## src/rtl/fifo_rd_fwft_if.sv

```systemverilog
// Stream and FIFO read-port bundle for the first-word-fall-through adapter.
// master: the adapter side (pops the FIFO, drives the stream).
// slave:  the environment side (FIFO memory/pointer logic and stream sink).
interface fifo_rd_fwft_if #(
    parameter int unsigned DATASIZE = 8
);
    logic                rempty;
    logic [DATASIZE-1:0] rdata;
    logic                rinc;
    logic                m_valid;
    logic [DATASIZE-1:0] m_data;
    logic                m_ready;
    logic [1:0]          rd_level;

    modport master (
        input  rempty, rdata, m_ready,
        output rinc, m_valid, m_data, rd_level
    );

    modport slave (
        output rempty, rdata, m_ready,
        input  rinc, m_valid, m_data, rd_level
    );
endinterface

```

## src/rtl/fifo_rd_fwft.sv

```systemverilog
// Read-side first-word-fall-through adapter for the async FIFO.
// Pops the registered-read FIFO memory and holds up to two returned words
// in head/tail registers, presenting head as a full-throughput valid/ready
// stream.
module fifo_rd_fwft #(
    parameter int unsigned DATASIZE = 8
) (
    input  logic                  rclk,
    input  logic                  rrst_n,
    fifo_rd_fwft_if.master        bus
);

    logic [1:0]          occ_q, occ_d;
    logic                inflight_q, inflight_d;
    logic [DATASIZE-1:0] head_q, head_d;
    logic [DATASIZE-1:0] tail_q, tail_d;
    logic                pop;
    logic                rinc;
    logic [2:0]          owed;

    // Pop/issue decision and next buffer contents.
    always_comb begin
        pop        = (occ_q != 2'd0) && bus.m_ready;
        // Words owned after this cycle: held + arriving - leaving; 3 bits so it never wraps.
        owed       = {1'b0, occ_q} + {2'b0, inflight_q} - {2'b0, pop};
        rinc       = rrst_n && !bus.rempty && (owed < 3'd2);
        occ_d      = owed[1:0];
        inflight_d = rinc;
        head_d     = head_q;
        tail_d     = tail_q;
        if (inflight_q) begin
            unique case (occ_q)
                2'd0: head_d = bus.rdata;
                2'd1: begin
                    if (pop) head_d = bus.rdata;
                    else     tail_d = bus.rdata;
                end
                2'd2: begin
                    // Only legal with pop: tail advances to head, new word refills tail.
                    if (pop) begin
                        head_d = tail_q;
                        tail_d = bus.rdata;
                    end
                end
                default: ;
            endcase
        end else if (pop && occ_q == 2'd2) begin
            head_d = tail_q;
        end
    end

    // Buffer state registers with synchronous active-low reset.
    always_ff @(posedge rclk) begin
        if (!rrst_n) begin
            occ_q      <= '0;
            inflight_q <= 1'b0;
            head_q     <= '0;
            tail_q     <= '0;
        end else begin
            occ_q      <= occ_d;
            inflight_q <= inflight_d;
            head_q     <= head_d;
            tail_q     <= tail_d;
        end
    end

    // A returning word must never find the buffer full and stalled.
    always_ff @(posedge rclk) begin
        if (rrst_n) begin
            assert (!(occ_q == 2'd2 && inflight_q && !pop));
        end
    end

    assign bus.rinc     = rinc;
    assign bus.m_valid  = (occ_q != 2'd0);
    assign bus.m_data   = head_q;
    assign bus.rd_level = occ_q;

endmodule

```

## src/flat_wrapper.sv

```systemverilog
// flat-port wrapper written by rule: the top's interface ports become plain ports
module fifo_rd_fwft_flat 
#(
    parameter int unsigned DATASIZE = 8
)
  (rclk, rrst_n, bus_rempty, bus_rdata, bus_m_ready, bus_rinc, bus_m_valid, bus_m_data, bus_rd_level);
  fifo_rd_fwft_if #(.DATASIZE(DATASIZE)) bus_i ();
  input  logic rclk;
  input  logic rrst_n;
  input wire logic [$bits(bus_i.rempty)-1:0] bus_rempty;
  input wire logic [$bits(bus_i.rdata)-1:0] bus_rdata;
  input wire logic [$bits(bus_i.m_ready)-1:0] bus_m_ready;
  output wire logic [$bits(bus_i.rinc)-1:0] bus_rinc;
  output wire logic [$bits(bus_i.m_valid)-1:0] bus_m_valid;
  output wire logic [$bits(bus_i.m_data)-1:0] bus_m_data;
  output wire logic [$bits(bus_i.rd_level)-1:0] bus_rd_level;
  assign bus_i.rempty = bus_rempty;
  assign bus_i.rdata = bus_rdata;
  assign bus_i.m_ready = bus_m_ready;
  assign bus_rinc = bus_i.rinc;
  assign bus_m_valid = bus_i.m_valid;
  assign bus_m_data = bus_i.m_data;
  assign bus_rd_level = bus_i.rd_level;
  fifo_rd_fwft #(.DATASIZE(DATASIZE)) u_core (.rclk(rclk), .rrst_n(rrst_n), .bus(bus_i));
endmodule
```

## config.mk

```make
export PLATFORM = sky130hd
export DESIGN_NAME = fifo_rd_fwft_flat
export DESIGN_NICKNAME = d
export VERILOG_FILES = /design/src/rtl/fifo_rd_fwft_if.sv /design/src/rtl/fifo_rd_fwft.sv /design/src/flat_wrapper.sv
export SDC_FILE = /design/constraint.sdc
export NUM_CORES = 1
export LEC_CHECK = 0
export ABC_AREA = 1
export ABC_CLOCK_PERIOD_IN_PS = 2450
export CELL_PAD_IN_SITES_DETAIL_PLACEMENT = 1
export CELL_PAD_IN_SITES_GLOBAL_PLACEMENT = 1
export CORE_AREA = 2 2 65 52
export CTS_BUF_LIST = sky130_fd_sc_hd__clkbuf_8
export DETAILED_ROUTE_END_ITERATION = 8
export DIE_AREA = 0 0 67 54
export MAX_ROUTING_LAYER = met4
export PLACE_DENSITY = 0.9
export SLEW_MARGIN = 20
export SYNTH_ARGS = -nofsm -noshare
export SYNTH_HDL_FRONTEND = slang
export SYNTH_SLANG_ARGS = --single-unit
export TNS_END_PERCENT = 30
```

## constraint.sdc

```tcl
create_clock -name rclk -period 2.45 [get_ports rclk]
set_input_delay 0.3675 -clock rclk [delete_from_list [all_inputs] [get_ports rclk]]
set_output_delay 0.3675 -clock rclk [all_outputs]
set_load 0.02 [all_outputs]
```

==> impl_metrics.ini <==
[worst_setup_path]
worst_r2r_endpoint = u_core.inflight_q$_SDFF_PN0_
crit_path_end = bus_rinc
critPathArrivalTime_ns = 2.23
start_kind = register
reg2reg_depth = 12
crit_start = u_core.bus.rd_level[0]$_SDFF_PN0_
required_ns = 2.08
r2r-start = u_core.bus.rd_level[0]$_SDFF_PN0_
r2r_slack_ns = 0.38
cp_max_fo = 3
worstSetupEndpointType = output port
timing.setup.critical_path_class = register to output port

[drt]
drtPass1Iterations = 4
wire_per_inst_um = 14.7
postRouteAntennaNets = 0
drtIter0Drc = 16
finalWirelength_um = 3220
vias = 1096
routed_via_density = 5.00
drc = 0

[layout]
fin_util_pct = 49.7
fill_cells = 388
drive_above_1_share_pct = 21.8
diodes = 0
layout.nets = 197
syn_to_final_growth_pct = 47.7

[clocking]
clockBufferDepth = 2
cts_htree_levels = 1
root_buffer = clkbuf_8
clk_latency_ns = 0.26
cts_tree = built
numClockSinks = 19
clk_pin_slew_ns = 0.07
cts_buffers = 3
hold_buffers = 0

[global_route]
grt_pass1_wl_um = 5180
grt_max_degree = 20
overflow = 0
grt_pass1_vias = 1085
track_usage_pct = 20.3
antenna_found_initial = 0

[run_status]
status = complete, but fails checks
violations = negative setup slack

[sta]
finalCriticalPeriod_ns = 2.60
worst_slew_pin_slew_ns = 0.334
max_slew_margin_pct = 77.7
setup_violations = 1
rsz0062_at_grt = true
slew_violations = 0
clock_skew_ns = 0.00362
finalHoldViolCount = 0
layout_setup_ws_ns = -0.151
fin_worst_hold_slack_ns = 0.464
clock.fmax_mhz = 384
fin_crit_sh_pct = 106

[logic_synthesis]
syn_area_mm2 = 0.00103
ys_ff_latch = 19
synth_most_common_cell = nand2_1
syn_nets = 160
yosys.area.top_type = dfxtp_1
yosys-top-cells-count = 48 x nand2_1, 19 x dfxtp_1, 16 x nor2_1
ys_async_sr_fraction_pct = 0
synth_edf_count = 0
yosys.area.top_type_share_pct = 36.9
syn_area_per_cell_um2 = 7.21
ys_seq_area_share_pct = 36.9
syn_inst = 143
netlist-cell-type-count = 22
yosys_most_used_dff = dfxtp_1
synthTopCellsByArea = dfxtp_1 37%, nand2_1 17%, a21boi_1 5.8%
yosys_warnings = 0

[place]
gp_congestion = 0.776
dp_hpwl_um = 2150
numPortBuffers = 23

[min_path]
hold_path.class = register to register

[floorplanning]
die_area_mm2 = 0.00362
fp.dieW_um = 67
fp-row-count = 18
ios = 24
initial_core_util_pct = 33.7
die_y_um = 54
fp.coreArea_mm2 = 0.00306

[power_and_ir_drop]
p_leak_nw = 0.691
p_per_area_mw_per_mm2 = 1060
peakVddDrop_mv = 0.457

[job]
cap_violations = 0
==> area by class of cell <==
class	instances	area, um2	share of cell area (%)
Multi-Input combinational cell	104	644	42.3
Sequential cell	19	388	25.5
Timing Repair Buffer	36	324	21.3
Inverter	16	71.3	4.68
Tap cell	40	50.0	3.29
Clock buffer	3	41.3	2.71
Clock inverter	1	3.75	0.247
==> layout by cell type, fill, tap and decap left out, drive strengths merged <==
cell type / count
nand2: 51
clkdlybuf4s50: 21
dfxtp: 19
nor2: 16
inv: 16
buf: 14
nand3: 12
nand4: 8
a21boi: 8
ha: 4
clkbuf: 3
nor4b: 2
xnor2: 1
clkinv: 1
nand3b: 1
fa: 1
dlygate4sd2: 1
==> logic make-up after synthesis <==
kind of cell | after synthesis | synth area share (%)
AO/OA/AOI/OAI | 8 | 5.83
buffers and inverters | 20 | 8.74
flip-flops | 19 | 36.9
XOR/XNOR | 1 | 0.850
AND/OR/NAND/NOR | 90 | 40.9
adder cells (fa/ha/maj) | 5 | 6.80
==> where the power goes <==
group,internal (mW),switching (mW)
registers,0.394,0.0503
logic,0.426,0.524
clock network,0.112,0.108
total,0.932,0.682
==> critical path: stages (launching register included) <==
cell     delay, ns
dfxtp_4       0.35
inv_4         0.07
ha_4          0.13
inv_2         0.04
nand2_4       0.09
inv_4         0.05
nand2_4       0.07
nand2_4       0.05
ha_4          0.16
fa_2          0.40
xnor2_4       0.17
nor4b_4       0.20
buf_4         0.17
==> registers in the layout, summed over array words and instances (netlist names) <==
name and count:
u_core.bus.m_data 8, u_core.tail_q 8, u_core.bus.rd_level 2, u_core.inflight_q 1
==> per-layer routing <==
layer | routed length (um) | share of wire, % | up-vias | GRT usage (%)
met5 | 0 | 0 | - | -
met2 | 1700 | 53 | 25 | 38.1
met1 | 1310 | 41 | 530 | 21.0
met4 | 89 | 2.8 | 0 | 7.14
met3 | 121 | 3.8 | 13 | 4.81
li1 | - | - | 528 | -
==> what timing repair did <==
item | CTS | global route
setup buffers | 4 | 0
gates cloned | 0 | 0
pin swaps | 5 | 3
setup endpoints to repair | 1 | 1
resized for setup | 14 | 5
==> through the flow <==
step,total power [mW],setup TNS (ns),area [um2],cells,setup slack [ns]
finish,1.61,-0.151,1520,219,-0.151
floorplan,0.963,0,1060,143,0.0194
CTS,1.58,-0.102,1500,219,-0.102
global placement,1.21,-0.600,1380,211,-0.600
detailed placement,1.26,-0.682,1380,211,-0.682
global route,1.73,-0.230,1520,219,-0.230
==> how the worst min path moves through the flow <==
stage                             startpoint                       endpoint  slack [ns]  cells past startpoint
2_1_floorplan  u_core.tail_q[0]$_SDFFE_PN0P_  u_core.tail_q[0]$_SDFFE_PN0P_        0.44                      2
3_3_place_gp   u_core.tail_q[2]$_SDFFE_PN0P_  u_core.tail_q[2]$_SDFFE_PN0P_        0.45                      2
3_5_place_dp   u_core.tail_q[4]$_SDFFE_PN0P_  u_core.tail_q[4]$_SDFFE_PN0P_        0.45                      2
4_1_cts        u_core.tail_q[4]$_SDFFE_PN0P_  u_core.tail_q[4]$_SDFFE_PN0P_        0.47                      2
5_1_grt        u_core.tail_q[4]$_SDFFE_PN0P_  u_core.tail_q[4]$_SDFFE_PN0P_        0.49                      2
6_report       u_core.tail_q[0]$_SDFFE_PN0P_  u_core.tail_q[0]$_SDFFE_PN0P_        0.46                      2
(Power assumes the default switching activity.)
